===== config.mk =====
export PLATFORM = sky130hd
export DESIGN_NAME = frontend_tx_arbiter_flat
export DESIGN_NICKNAME = d
export VERILOG_FILES = /design/src/rtl/frontend_tx_arbiter_if.sv /design/src/rtl/frontend_tx_arbiter.sv /design/src/flat_wrapper.sv
export SDC_FILE = /design/constraint.sdc
export NUM_CORES = 1
export LEC_CHECK = 0
export BUFFER_PORTS_ARGS = -buffer_cell sky130_fd_sc_hd__buf_2
export CAP_MARGIN = 20
export CORE_UTILIZATION = 40
export DETAILED_ROUTE_END_ITERATION = 7
export GPL_ROUTABILITY_DRIVEN = 0
export PLACE_DENSITY = 0.81
export SLEW_MARGIN = 10
export SYNTH_ARGS = -nofsm -noshare
export SYNTH_HDL_FRONTEND = slang
export SYNTH_SLANG_ARGS = --single-unit

===== constraint.sdc =====
create_clock -name clk -period 7.5 [get_ports clk]
set_input_delay 0.375 -clock clk [delete_from_list [all_inputs] [get_ports clk]]
set_output_delay 0.375 -clock clk [all_outputs]
set_load 0.02 [all_outputs]

===== src/rtl/frontend_tx_arbiter_if.sv =====
// Frontend link bundle: block event streams, command response stream and the outbound link word.
// No timing of its own; it only groups the wires.
// Backpressure: blk_ready/cmd_ready from the arbiter, out_ready from the link sender.
// Ports (slave = arbiter side, master = sources/sink side):
//   blk_valid/blk_last/blk_data -> blk_ready   per-block event words
//   cmd_valid/cmd_data          -> cmd_ready   single-word command responses
//   out_valid/out_data/out_src  <- out_ready   word to the link sender
interface frontend_tx_arbiter_if #(
  parameter int DATA_W = 32,
  parameter int NBLK   = 4
) ();
  logic [NBLK-1:0]        blk_valid;
  logic [NBLK-1:0]        blk_last;
  logic [NBLK*DATA_W-1:0] blk_data;
  logic [NBLK-1:0]        blk_ready;
  logic                   cmd_valid;
  logic [DATA_W-1:0]      cmd_data;
  logic                   cmd_ready;
  logic                   out_valid;
  logic [DATA_W-1:0]      out_data;
  logic [2:0]             out_src;
  logic                   out_ready;

  modport slave (
    input  blk_valid, blk_last, blk_data, cmd_valid, cmd_data, out_ready,
    output blk_ready, cmd_ready, out_valid, out_data, out_src
  );

  modport master (
    output blk_valid, blk_last, blk_data, cmd_valid, cmd_data, out_ready,
    input  blk_ready, cmd_ready, out_valid, out_data, out_src
  );
endinterface


===== src/rtl/frontend_tx_arbiter.sv =====
// Shares the outbound link among NBLK block event streams and the command-response stream.
// Latency: 1 cycle from source accept to out_valid (single output register).
// Backpressure: sources are accepted only while the output slot is empty or draining.
// Ports:
//   clk, rst (async, active low)   en: 0 discards block events (DRAIN), commands still flow
//   drop_clr / drop_cnt            saturating count of block words discarded while disabled
//   bus (slave modport)            block/command inputs, link output with out_src (7 = command)
module frontend_tx_arbiter #(
  parameter int DATA_W = 32,
  parameter int NBLK   = 4,
  parameter int DROP_W = 16
) (
  input  logic              clk,
  input  logic              rst,
  input  logic              en,
  input  logic              drop_clr,
  output logic [DROP_W-1:0] drop_cnt,
  frontend_tx_arbiter_if.slave bus
);
  localparam int PW = (NBLK > 1) ? $clog2(NBLK) : 1;
  localparam int CW = $clog2(NBLK + 1);

  typedef enum logic [1:0] {IDLE, LOCK, DRAIN} state_t;

  state_t            state_q, state_d;
  logic [PW-1:0]     rr_q, rr_d, lock_q, lock_d, gnt, sel;
  logic              gnt_vld, sel_last, slot_free, load;
  logic [NBLK-1:0]   mid_q, mid_d, blk_ready;
  logic              cmd_ready;
  logic              out_valid_q;
  logic [DATA_W-1:0] out_data_q, out_data_d, sel_data;
  logic [2:0]        out_src_q, out_src_d;
  logic [DROP_W-1:0] drop_q, drop_d;
  logic [CW-1:0]     drop_inc;

  function automatic logic [PW-1:0] rr_next(input logic [PW-1:0] g);
    return (g == PW'(NBLK - 1)) ? '0 : g + PW'(1);
  endfunction

  assign slot_free = !out_valid_q || bus.out_ready;

  // First valid block at or after the round-robin pointer.
  always_comb begin
    logic [PW:0] s;
    s       = '0;
    gnt     = '0;
    gnt_vld = 1'b0;
    for (int k = 0; k < NBLK; k++) begin
      s = {1'b0, rr_q} + (PW+1)'(k);
      if (s >= (PW+1)'(NBLK)) s = s - (PW+1)'(NBLK);
      if (!gnt_vld && bus.blk_valid[s[PW-1:0]]) begin
        gnt_vld = 1'b1;
        gnt     = s[PW-1:0];
      end
    end
  end

  // Word/last mux for the block being served (locked block or new grant).
  always_comb begin
    sel      = (state_q == LOCK) ? lock_q : gnt;
    sel_data = '0;
    sel_last = 1'b0;
    for (int i = 0; i < NBLK; i++) begin
      if (sel == PW'(i)) begin
        sel_data = bus.blk_data[i*DATA_W +: DATA_W];
        sel_last = bus.blk_last[i];
      end
    end
  end

  always_comb begin
    state_d    = state_q;
    rr_d       = rr_q;
    lock_d     = lock_q;
    mid_d      = mid_q;
    blk_ready  = '0;
    cmd_ready  = 1'b0;
    load       = 1'b0;
    out_data_d = out_data_q;
    out_src_d  = out_src_q;
    unique case (state_q)
      IDLE: begin
        if (slot_free) begin
          if (bus.cmd_valid) begin
            cmd_ready  = 1'b1;
            load       = 1'b1;
            out_data_d = bus.cmd_data;
            out_src_d  = 3'd7;
          end else if (en && gnt_vld) begin
            blk_ready[gnt] = 1'b1;
            load           = 1'b1;
            out_data_d     = sel_data;
            out_src_d      = 3'(gnt);
            if (sel_last) begin
              rr_d = rr_next(gnt);
            end else begin
              state_d = LOCK;
              lock_d  = gnt;
            end
          end else if (!en && |bus.blk_valid) begin
            state_d = DRAIN;
          end
        end
      end
      LOCK: begin
        // en is ignored here so an event in flight always completes.
        if (slot_free && bus.blk_valid[lock_q]) begin
          blk_ready[lock_q] = 1'b1;
          load              = 1'b1;
          out_data_d        = sel_data;
          out_src_d         = 3'(lock_q);
          if (sel_last) begin
            state_d = IDLE;
            rr_d    = rr_next(lock_q);
          end
        end
      end
      DRAIN: begin
        // Once re-enabled, only blocks caught mid-event keep being flushed;
        // everyone else waits so no new event gets cut in half.
        blk_ready = en ? mid_q : '1;
        for (int i = 0; i < NBLK; i++) begin
          if (blk_ready[i] && bus.blk_valid[i]) mid_d[i] = !bus.blk_last[i];
        end
        if (en && mid_q == '0) state_d = IDLE;
        if (slot_free && bus.cmd_valid) begin
          cmd_ready  = 1'b1;
          load       = 1'b1;
          out_data_d = bus.cmd_data;
          out_src_d  = 3'd7;
        end
      end
      default: state_d = IDLE;
    endcase
    if (!rst) begin
      blk_ready = '0;
      cmd_ready = 1'b0;
      load      = 1'b0;
    end
  end

  // Dropped words: everything swallowed in DRAIN.
  always_comb begin
    logic [DROP_W:0] sum;
    drop_inc = '0;
    if (state_q == DRAIN) begin
      for (int i = 0; i < NBLK; i++) drop_inc = drop_inc + CW'(bus.blk_valid[i] & blk_ready[i]);
    end
    sum = {1'b0, drop_q} + (DROP_W+1)'(drop_inc);
    if (drop_clr)          drop_d = DROP_W'(drop_inc);
    else if (sum[DROP_W])  drop_d = '1;
    else                   drop_d = sum[DROP_W-1:0];
  end

  always_ff @(posedge clk or negedge rst) begin
    if (!rst) begin
      state_q     <= IDLE;
      rr_q        <= '0;
      lock_q      <= '0;
      mid_q       <= '0;
      drop_q      <= '0;
      out_valid_q <= 1'b0;
      out_data_q  <= '0;
      out_src_q   <= '0;
    end else begin
      state_q <= state_d;
      rr_q    <= rr_d;
      lock_q  <= lock_d;
      mid_q   <= mid_d;
      drop_q  <= drop_d;
      if (load) begin
        out_valid_q <= 1'b1;
        out_data_q  <= out_data_d;
        out_src_q   <= out_src_d;
      end else if (bus.out_ready) begin
        out_valid_q <= 1'b0;
      end
    end
  end

  assign bus.blk_ready = blk_ready;
  assign bus.cmd_ready = cmd_ready;
  assign bus.out_valid = out_valid_q;
  assign bus.out_data  = out_data_q;
  assign bus.out_src   = out_src_q;
  assign drop_cnt      = drop_q;
endmodule


===== src/flat_wrapper.sv =====
// flat-port wrapper written by rule: the top's interface ports become plain ports
module frontend_tx_arbiter_flat 
#(
  parameter int DATA_W = 32,
  parameter int NBLK   = 4,
  parameter int DROP_W = 16
)
  (clk, rst, en, drop_clr, drop_cnt, bus_blk_valid, bus_blk_last, bus_blk_data, bus_cmd_valid, bus_cmd_data, bus_out_ready, bus_blk_ready, bus_cmd_ready, bus_out_valid, bus_out_data, bus_out_src);
  frontend_tx_arbiter_if #(.DATA_W(DATA_W), .NBLK(NBLK)) bus_i ();
  input  logic clk;
  input  logic rst;
  input  logic en;
  input  logic drop_clr;
  output logic [DROP_W-1:0] drop_cnt;
  input wire logic [$bits(bus_i.blk_valid)-1:0] bus_blk_valid;
  input wire logic [$bits(bus_i.blk_last)-1:0] bus_blk_last;
  input wire logic [$bits(bus_i.blk_data)-1:0] bus_blk_data;
  input wire logic [$bits(bus_i.cmd_valid)-1:0] bus_cmd_valid;
  input wire logic [$bits(bus_i.cmd_data)-1:0] bus_cmd_data;
  input wire logic [$bits(bus_i.out_ready)-1:0] bus_out_ready;
  output wire logic [$bits(bus_i.blk_ready)-1:0] bus_blk_ready;
  output wire logic [$bits(bus_i.cmd_ready)-1:0] bus_cmd_ready;
  output wire logic [$bits(bus_i.out_valid)-1:0] bus_out_valid;
  output wire logic [$bits(bus_i.out_data)-1:0] bus_out_data;
  output wire logic [$bits(bus_i.out_src)-1:0] bus_out_src;
  assign bus_i.blk_valid = bus_blk_valid;
  assign bus_i.blk_last = bus_blk_last;
  assign bus_i.blk_data = bus_blk_data;
  assign bus_i.cmd_valid = bus_cmd_valid;
  assign bus_i.cmd_data = bus_cmd_data;
  assign bus_i.out_ready = bus_out_ready;
  assign bus_blk_ready = bus_i.blk_ready;
  assign bus_cmd_ready = bus_i.cmd_ready;
  assign bus_out_valid = bus_i.out_valid;
  assign bus_out_data = bus_i.out_data;
  assign bus_out_src = bus_i.out_src;
  frontend_tx_arbiter #(.DATA_W(DATA_W), .NBLK(NBLK), .DROP_W(DROP_W)) u_core (.clk(clk), .rst(rst), .en(en), .drop_clr(drop_clr), .drop_cnt(drop_cnt), .bus(bus_i));
endmodule

== Word level (Yosys, flattened, before mapping) ==
Index checks and enable logic that the tools add are counted.
W data, S select, Z words.
Storage, ports and cells
  logic and storage cells: 187
  output and inout bits: 57
  bits in registers: 62
  bits of input ports: 174
Operators by class
  muxes and demuxes: 88
  add/subtract/negate cells: 13
  equal/unequal tests: 18
  bitwise logic cells: 6
  $lt $le $gt $ge: 12
  reductions and logical operators: 39
Operators by type and width (number)
  $mux W32: 9
  $pmux W32 S3: 1
  $mux W2: 25
  $mux W16: 2
  $mux W1: 26
  $mux W4: 6
  $lt A2 B3 Y1 const B: 6
  $mux W3: 6
  $add A16 B3 Y17: 1
  $logic_and A1 B1 Y1: 14
  $reduce_and A7 Y1: 2
  $ne A2 B1 Y1 const B: 6
  $pmux W4 S3: 1
  $bmux W1 S2: 5
  $eq A2 B2 Y1 const B: 5
  $add A3 B3 Y3: 3
  $ge A3 B3 Y1 const B: 3
  $logic_not A1 Y1: 9
  $pmux W3 S3: 1
  $reduce_and A2 Y1: 4
  $sub A2 B1 Y2 const B: 4
  $add A2 B2 Y3 const B: 2
  $pmux W2 S3: 1
  $reduce_and A6 Y1: 1
  22 further kinds: 33

== Longest topological paths before layout ==
Gate-level depths: netlist of the first run.
  depth in word-level cells: 31
  depth in mapped cells: 24
  mapped depth without buffers: 22

== Worst setup path after synthesis of the first run ==
Ideal clock, no wire load.
  path kind: in2reg
  start: in bus_blk_valid[2]
  end: reg u_core.drop_q[10] (netlist: u_core.drop_cnt[10])
  data required time: 7.363 ns
  path buffers: 4
  setup time: 0.137 ns
  path slack: 2.463 ns
  data arrival time: 4.900 ns
  stages on the path: 23
  cell sequence: buf_2 nor2b_1 a2111o_1 nand2_1 buf_2 buf_2 ha_1 a222oi_1 nor2_1 nand2_1 fa_1 inv_1 ha_1 ha_1 nand2_1 inv_1 fa_1 a21o_1 nand2b_1 nor3_1 nand4_1 clkbuf_1 a21oi_1
Between the ends
  elaborated cells on any way between the ends: 48
  those cells by class: 4 x add/sub; 2 x order compare; 29 x mux; 4 x bitwise; 9 x reduce/logical
RTL lines
  start: declaration: line flat_wrapper.sv:15  | input wire logic [$bits(bus_i.blk_valid)-1:0] bus_blk_valid;
  $bmux W1 S2: line frontend_tx_arbiter.sv:51  | if (!gnt_vld && bus.blk_valid[s[PW-1:0]]) begin
  $mux W1 (not written as such): line frontend_tx_arbiter.sv:51
  $mux W1: line frontend_tx_arbiter.sv:51
  $logic_not A1 Y1: line frontend_tx_arbiter.sv:51
  $logic_and A1 B1 Y1: line frontend_tx_arbiter.sv:51
  $mux W1: line frontend_tx_arbiter.sv:51
  $logic_not A1 Y1: line frontend_tx_arbiter.sv:51
  $logic_and A1 B1 Y1: line frontend_tx_arbiter.sv:51
  [4 not listed]
  named net u_core.gnt[0]: line frontend_tx_arbiter.sv:26  | logic [PW-1:0] rr_q, rr_d, lock_q, lock_d, gnt, sel;
  [9 not listed]
  named net bus_blk_ready[3]: line flat_wrapper.sv:21  | output wire logic [$bits(bus_i.blk_ready)-1:0] bus_blk_ready;
  $and A1 B1 Y1 (*): line frontend_tx_arbiter.sv:147  | for (int i = 0; i < NBLK; i++) drop_inc = drop_inc + CW'(bus.blk_valid[i] & blk_ready[i]);
  $add A3 B3 Y3 (*): line frontend_tx_arbiter.sv:147
  $mux W3 (*): line frontend_tx_arbiter.sv:146  | if (state_q == DRAIN) begin
  $add A16 B3 Y17 (*): line frontend_tx_arbiter.sv:149  | sum = {1'b0, drop_q} + (DROP_W+1)'(drop_inc);
  $mux W16 (*): line frontend_tx_arbiter.sv:151  | else if (sum[DROP_W]) drop_d = '1;
  $mux W16 (*): line frontend_tx_arbiter.sv:150  | if (drop_clr) drop_d = DROP_W'(drop_inc);
  named net u_core.drop_d[10]: line frontend_tx_arbiter.sv:33  | logic [DROP_W-1:0] drop_q, drop_d;
  end signal: assignment: line frontend_tx_arbiter.sv:170  | drop_q <= drop_d;
  end: declaration: line frontend_tx_arbiter.sv:33
The timed path passes the listed nets; every way through them passes the cells marked *. The select of a mux whose other input is x is not followed.
A chain may end at the register's enable or synchronous reset.

== Worst setup path after layout of the first run ==
  start: reg u_core.state_q[1]
  end: reg u_core.drop_q[15] (netlist: u_core.drop_cnt[15])
Between the ends
  longest elaborated chain between the ends: 11
  elaborated cells on any way between the ends: 16
  those cells by class: 4 x add/sub; 2 x eq/ne; 5 x mux; 4 x bitwise; 1 x reduce/logical
RTL lines
  start: declaration: line frontend_tx_arbiter.sv:25  | state_t state_q, state_d;
  start signal: assignment: line frontend_tx_arbiter.sv:166  | state_q <= state_d;
  $eq A2 B2 Y1, or another cell as far along: line frontend_tx_arbiter.sv:81, frontend_tx_arbiter.sv:146
  $pmux W4 S3: line frontend_tx_arbiter.sv:81  | unique case (state_q)
  $mux W4: line frontend_tx_arbiter.sv:135  | if (!rst) begin
  $and A1 B1 Y1: line frontend_tx_arbiter.sv:147
  $add A3 B3 Y3 (3 in series): line frontend_tx_arbiter.sv:147
  $mux W3 (*): line frontend_tx_arbiter.sv:146
  $add A16 B3 Y17 (*): line frontend_tx_arbiter.sv:149
  $mux W16 (*): line frontend_tx_arbiter.sv:151
  $mux W16 (*): line frontend_tx_arbiter.sv:150
  named net u_core.drop_d[15]: line frontend_tx_arbiter.sv:33
The timed path passes the listed nets; every way through them passes the cells marked *.

==> metrics.yaml, run 1 <==
floorplanning:
  rows: 41
  initial_core_util_pct: 40.9
  die_height_um: 115
  die_w_um: 115
  design.core.area_um2: 12600
  die_area_um2: 13300
  num_io_pins: 231
place:
  place_area_um2: 6360
  io_buffer_count: 230
  dpl.hpwl_um: 12800
  dp_slack_ns: 1.97
cells_and_area:
  area_growth_pct: 29.7
  drive_above_1_share_pct: 32.0
  antenna_cells: 0
  final_common_cell: "buf_2"
  mostFrequentLayoutCells: "buf_2 (230), a21oi_1 (72), nand2_1 (65)"
  nets: 1034
  final_area_um2: 6670
timing:
  finalSetupViolCount: 0
  relSlewSlack_pct: 26.2
  setup_tns_ns: 0
  setup_ws_ns: 1.86
  period_needed_ns: 5.64
  tightest_slew_ns: 1.11
  period_share_pct: 75.3
  finalHoldViolCount: 0
  rsz0062_at_grt: "false"
  drv_slew: 0
  max_clock_freq_ghz: 0.177
  fin_skew_ns: 0.00727
  whs_ns: 0.263
routing:
  drt_iter0_drc: 446
  postRouteAntennaNets: 0
  routed_via_density: 5.68
  num_vias: 5780
  route.detailed.wl_per_inst_um: 17.4
  wl_um: 17700
  drt-pass1-iter-count: 5
  drc: 0
worst_setup_path:
  path_max_fanout: 60
  r2r-start: "u_core.state_q[1]"
  arrival_ns: 5.91
  worstPathRequired_ns: 7.76
  cp_slowest_cell: "nand4_1"
  worstSetupEndpointType: "flop"
  crit_chain: "inv_1 -> ha_2 -> buf_4 -> inv_1 -> nor2_1 -> a222oi_1 -> nor2_1 -> nand2_1 -> fa_1 -> inv_1 -> ha_1 -> ha_1 -> nand2_1 -> inv_1 -> fa_1 -> a21o_1 -> nand2b_1 -> nor3_1 -> nand4_1 -> nand3_1 -> o21ai_0 -> nor2_1"
  ff2ff_setup_slack_ns: 1.86
  crit_buf_inv: 5
  slowest_delay_ns: 0.56
  worst_path_dominant_cell_family: "simple AND/OR/NAND/NOR gates"
  crit_start: "u_core.state_q[1]"
  start_kind: "flop"
  r2r_cells: 22
  crit_top_cell: "inv_1"
  path_class: "reg -> reg"
  worst-path-stages: 22
yosys:
  ys_async_sr_fraction_pct: 100
  synth_area_leaders: "dfrtp_1 (30%), mux2i_1 (7.4%), a21oi_1 (7.0%)"
  synth.cell_area_um2: 5140
  synth_top_area_share_pct: 30.2
  yosysSeqAreaShare_pct: 30.2
  synth_top_area_cell: "dfrtp_1"
  ys_dominant_reg_cell: "dfrtp_1"
  postSynthCellCount: 641
  syn_avg_cell_area_um2: 8.02
  synth_edf_count: 0
  syn_nets: 834
  ys.warnings.count: 0
  synth-seq-cells: 62
  ys_types: 60
min_path:
  hold_depth: 2
  hold_start: "bus_blk_last[3]"
  hold_path.class: "in -> reg"
clock_network:
  clock_latency_ns: 0.33
  cts_root_buf: "clkbuf_16"
  cts.clk_slew.worst_paths_ns: 0.06
  htreeDepth: 3
  cts_tree: "yes"
  cts.sinks: 62
  cts_buffers: 9
  ctsResizeCount: 0
  hold_buffers: 0
  clock_path_buffers: 2
  cts_setup_buffers: 0
global_routing:
  grt_max_degree: 64
  grt_pass1_wl_um: 27100
  grt_overflow: 0
  grt_pass1_vias: 5397
  grtUsageTotal_pct: 26.3
  antenna_found_initial: 0
power_and_ir_drop:
  p_per_area_nw_per_um2: 381
  p_leak_nw: 3.35
  power_mw: 2.54
  vdd_drop_max_uv: 143
run:
  maxCapViolations: 0
run_status:
  status: "finished clean"
-- worst reg2reg max path: stages, from the launching register on --
cell and delay [ns]:
dfrtp_1 0.46, inv_1 0.13, ha_2 0.17, buf_4 0.47
inv_1 0.43, nor2_1 0.35, a222oi_1 0.17, nor2_1 0.18
nand2_1 0.10, fa_1 0.54, inv_1 0.05, ha_1 0.19
ha_1 0.27, nand2_1 0.06, inv_1 0.14, fa_1 0.22
a21o_1 0.14, nand2b_1 0.12, nor3_1 0.38, nand4_1 0.56
nand3_1 0.25, o21ai_0 0.11, nor2_1 0.09
-- metrics by stage --
| step | utilization, % | instances |
|---|---|---|
| floorplan | - | 641 |
| global placement | 50.6 | 1002 |
| detailed placement | 50.6 | 1002 |
| CTS | 53.1 | 1018 |
| global route | 53.1 | 1018 |
| finish | 53.1 | 1018 |
-- kinds of logic after synthesis --
logic type | Yosys count | share of synthesized area, %
AO/OA/AOI/OAI | 219 | 28.2
XOR/XNOR | 12 | 2.04
adder cells (fa/ha/maj) | 19 | 4.91
buffers and inverters | 66 | 5.47
flip-flops | 62 | 30.2
multiplexers | 44 | 8.71
AND/OR/NAND/NOR | 219 | 20.5
-- worst paths after layout --
| path | to |
|---|---|
| setup / recovery | u_core.drop_cnt[15] |
| hold / removal | u_core.mid_q[3] |
| setup reg to reg | u_core.drop_cnt[15] |
| hold reg to reg | u_core.bus.out_src[0] |
| max in group asynchronous | u_core.bus.out_data[24] |
| min in group asynchronous | u_core.bus.out_data[4] |
-- registers in the layout (all words and copies together) (netlist names) --
signal                cells
u_core.rr_q               2
u_core.bus.out_src        3
u_core.lock_q             2
u_core.bus.out_data      32
u_core.bus.out_valid      1
u_core.state_q            2
u_core.mid_q              4
u_core.drop_cnt          16
-- power breakdown --
group | total [mW] | internal, mW | switching (mW) | leakage (nW)
registers | 0.534 | 0.451 | 0.0826 | 0.796
logic | 1.57 | 0.572 | 0.996 | 2.41
clock network | 0.438 | 0.268 | 0.170 | 0.141
-- cell usage after synthesis (4+ instances only) --
cell / number
inv_1: 14
o22ai_1: 9
a21oi_1: 72
o21a_1: 5
mux2_2: 5
mux2i_1: 38
o31a_1: 12
nor2_1: 44
buf_1: 4
o21ai_0: 20
ha_1: 17
o21ai_1: 35
nor2b_1: 5
buf_2: 12
a21o_1: 5
and3_1: 27
xor2_1: 5
o311a_1: 5
dfrtp_1: 62
nand2b_1: 9
a311oi_1: 6
nor3_1: 12
a41oi_1: 4
o221ai_1: 4
xnor2_1: 7
a221o_1: 7
a222oi_1: 4
clkbuf_1: 30
a31oi_1: 4
nand3_1: 43
nand2_1: 65
a221oi_1: 8
-- per-layer routing --
metal	share of wire (%)	wire, µm	global-route usage [%]	vias up
li1	-	-	-	2782
met1	41	7330	32.6	2670
met2	48	8510	43.4	295
met3	8.0	1420	6.48	33
met4	2.5	440	11.3	0
met5	0	0	0	-
-- cell type report --
cell class | count | area [µm²]
Sequential cell | 62 | 1550
Clock buffer | 10 | 239
Fill cell | 1228 | 5900
Multi-Input combinational cell | 513 | 3320
Timing Repair Buffer | 238 | 1210
Inverter | 17 | 63.8
Tap cell | 172 | 215
Clock inverter | 6 | 70.1
Power figures use the tool's default switching activity.
==> inputs of run 2 (changes only) <==
==> constraint.sdc (replaced) <==
create_clock -name clk -period 5.8 [get_ports clk]
set_input_delay 0.29 -clock clk [delete_from_list [all_inputs] [get_ports clk]]
set_output_delay 0.29 -clock clk [all_outputs]
set_load 0.02 [all_outputs]
==> run 2 against run 1 <==
Count of clock-buffer cells in the layout decreased by 1. Sequential share of layout area decreased by 0.27 points. Flip-flop and latch count unchanged. Fmax increased by 9.3%. Total power increased by 32%. First-iteration DRC count increased by 5.4%. Sequential power increased by 27%. Wire length increased by 0.29%. Worst setup slack got worse by 1.2 ns. Die area unchanged. Register-to-register slack got worse by 1.2 ns. Utilization increased by 0.62 points. Largest power group unchanged. Highest routed layer is now met5.
==> metrics.yaml, run 2 (synthesis results as in run 1) <==
cells_and_area:
  largest_reg_flops: 32  # unchanged
  final_common_cell: "buf_2"
  area_growth_pct: 31.2
  mostFrequentLayoutCells: "buf_2 (230), a21oi_1 (72), nand2_1 (65)"
  drive_above_1_share_pct: 32.7  # +0.64 points
  nets: 1042  # +0.77%
  fillers: 1203  # -2.0%
  antenna_cells: 0  # unchanged
  fin_cells: 1026  # +0.79%
worst_setup_path:
  crit_buf_inv: 6  # +1
  ff2ff_setup_slack_ns: 0.64  # -1.22 ns
  arrival_ns: 5.42  # -0.49 ns
  path_max_fanout: 11  # -82%
  path_class: "reg -> reg"
  worstPathRequired_ns: 6.06  # -1.70 ns
  slowest_delay_ns: 0.55  # about the same
  crit_chain: "inv_1 -> ha_1 -> inv_1 -> or2_2 -> nor3_1 -> a222oi_1 -> nor2_1 -> nand2_1 -> fa_1 -> inv_1 -> ha_1 -> ha_1 -> nand2_1 -> inv_1 -> fa_1 -> a21o_1 -> nand2b_1 -> nor3_1 -> nand4_1 -> buf_4 -> buf_4 -> a22oi_1"
  cp_slowest_cell: "fa_1"
  worst_path_dominant_cell_family: "simple AND/OR/NAND/NOR gates"
  crit_top_cell: "inv_1"
  worstSetupEndpointType: "flop"
  start_kind: "flop"
timing:
  period_share_pct: 89.0  # +14 points
  rsz0062_at_grt: "false"
  tightest_slew_ns: 1.13  # +0.0258 ns
  drv_slew: 0  # unchanged
  setup_tns_ns: 0  # unchanged
  max_clock_freq_ghz: 0.194  # +9.3%
  fin_skew_ns: 0.00592  # -0.00135 ns
  finalSetupViolCount: 0  # unchanged
  period_needed_ns: 5.16  # -0.483 ns
  relSlewSlack_pct: 24.5  # -1.7 points
  finalHoldViolCount: 0  # unchanged
routing:
  num_vias: 5927  # +2.5%
  drt-pass1-iter-count: 5  # unchanged
  wl_um: 17800  # +0.29%
  routed_via_density: 5.78  # +1.7%
  drt_iter0_drc: 470  # +5.4%
  postRouteAntennaNets: 0  # unchanged
  route.detailed.wl_per_inst_um: 17.3  # -0.49%
  drc: 0  # unchanged
floorplanning:
  die_w_um: 115  # unchanged
  initial_core_util_pct: 40.9  # unchanged
  die_area_um2: 13300  # unchanged
  die_height_um: 115  # unchanged
  design.core.area_um2: 12600  # unchanged
  rows: 41  # unchanged
  num_io_pins: 231  # unchanged
global_routing:
  grt_pass1_wl_um: 27200  # +0.54%
  grtUsageTotal_pct: 26.6  # +0.33 points
  grt_overflow: 0  # unchanged
  antenna_found_initial: 1  # +1
  grt_pass1_vias: 5519  # +2.3%
  grt_max_degree: 64  # unchanged
clock_network:
  clock_latency_ns: 0.34  # about the same
  cts_tree: "yes"
  cts.clk_slew.worst_paths_ns: 0.06  # about the same
  htreeDepth: 3  # unchanged
  cts_buffers: 9  # unchanged
  cts_root_buf: "clkbuf_16"
  clock_path_buffers: 2  # unchanged
  cts.sinks: 62  # unchanged
run:
  maxCapViolations: 0  # unchanged
place:
  io_buffer_count: 230  # unchanged
  dpl.hpwl_um: 12800  # +0.19%
  place_inst: 1006  # +0.40%
power_and_ir_drop:
  vdd_drop_max_uv: 213  # +49%
  p_leak_nw: 3.40  # +1.6%
  p_per_area_nw_per_um2: 496  # +30%
min_path:
  hold_path.class: "in -> reg"
run_status:
  status: "finished clean"
[run 2: cell count changes in the layout (fill, tap and decap cells not counted)]
cell,before,now
inv_8,0,1
clkbuf_8,1,0
clkinv_4,1,2
buf_4,8,15
buf_16,0,1
inv_6,1,2
clkinv_2,0,1
clkinvlp_4,3,0
[run 2: stage by stage]
step | cell area (µm²) | hold slack [ns] | power (mW) | util, % | setup WS, ns
3_5_place_dp | 6390 | 0.469 | 2.73 | 50.8 | 0.444
6_report | 6750 | 0.156 | 3.34 | 53.7 | 0.639
4_1_cts | 6700 | 0.144 | 3.31 | 53.3 | 0.419
2_1_floorplan | 5140 | -0.00559 | 2.16 | - | 0.848
5_1_grt | 6750 | 0.178 | 3.60 | 53.7 | 0.256
3_3_place_gp | 6390 | 0.457 | 2.70 | 50.8 | 0.582
[run 2: timing repair]
item / CTS / global route
setup endpoints to repair: 0 / 14
buffers inserted: 0 / 3
hold buffers: 0 / 0
resized for setup: 0 / 0
[run 2: worst paths after layout]
| path | start | to | depth (start not counted) |
|---|---|---|---|
| setup / recovery | u_core.state_q[1] | u_core.drop_cnt[0] | 22 |
| hold / removal | bus_blk_last[3] | u_core.mid_q[3] | 2 |
| setup reg to reg | u_core.state_q[1] | u_core.drop_cnt[0] | 22 |
| hold reg to reg | u_core.bus.out_src[0] | u_core.bus.out_src[0] | 1 |
| max in group asynchronous | rst | u_core.drop_cnt[0] | 2 |
| min in group asynchronous | rst | u_core.bus.out_data[1] | 2 |
[run 2: metal layers]
layer | vias up | GRT usage [%] | part of all wire [%]
met5 | - | 0 | 0.073
met4 | 2 | 12.7 | 2.4
met3 | 40 | 6.22 | 8.2
met2 | 299 | 44.3 | 48
met1 | 2779 | 32.5 | 42
li1 | 2807 | - | -
[run 2: power breakdown]
part	switching [mW]	internal (mW)	total [mW]
logic	1.32	0.782	2.11
clock network	0.220	0.339	0.559
registers	0.0938	0.584	0.678
total	1.64	1.71	3.34
[run 2: final cells by class]
type | count | area, µm² | area share, %
Sequential cell | 62 | 1550 | 23.0
Clock buffer | 9 | 225 | 3.34
Clock inverter | 7 | 81.3 | 1.21
Multi-Input combinational cell | 513 | 3320 | 49.2
Timing Repair Buffer | 246 | 1290 | 19.1
Tap cell | 172 | 215 | 3.19
Inverter | 17 | 63.8 | 0.946
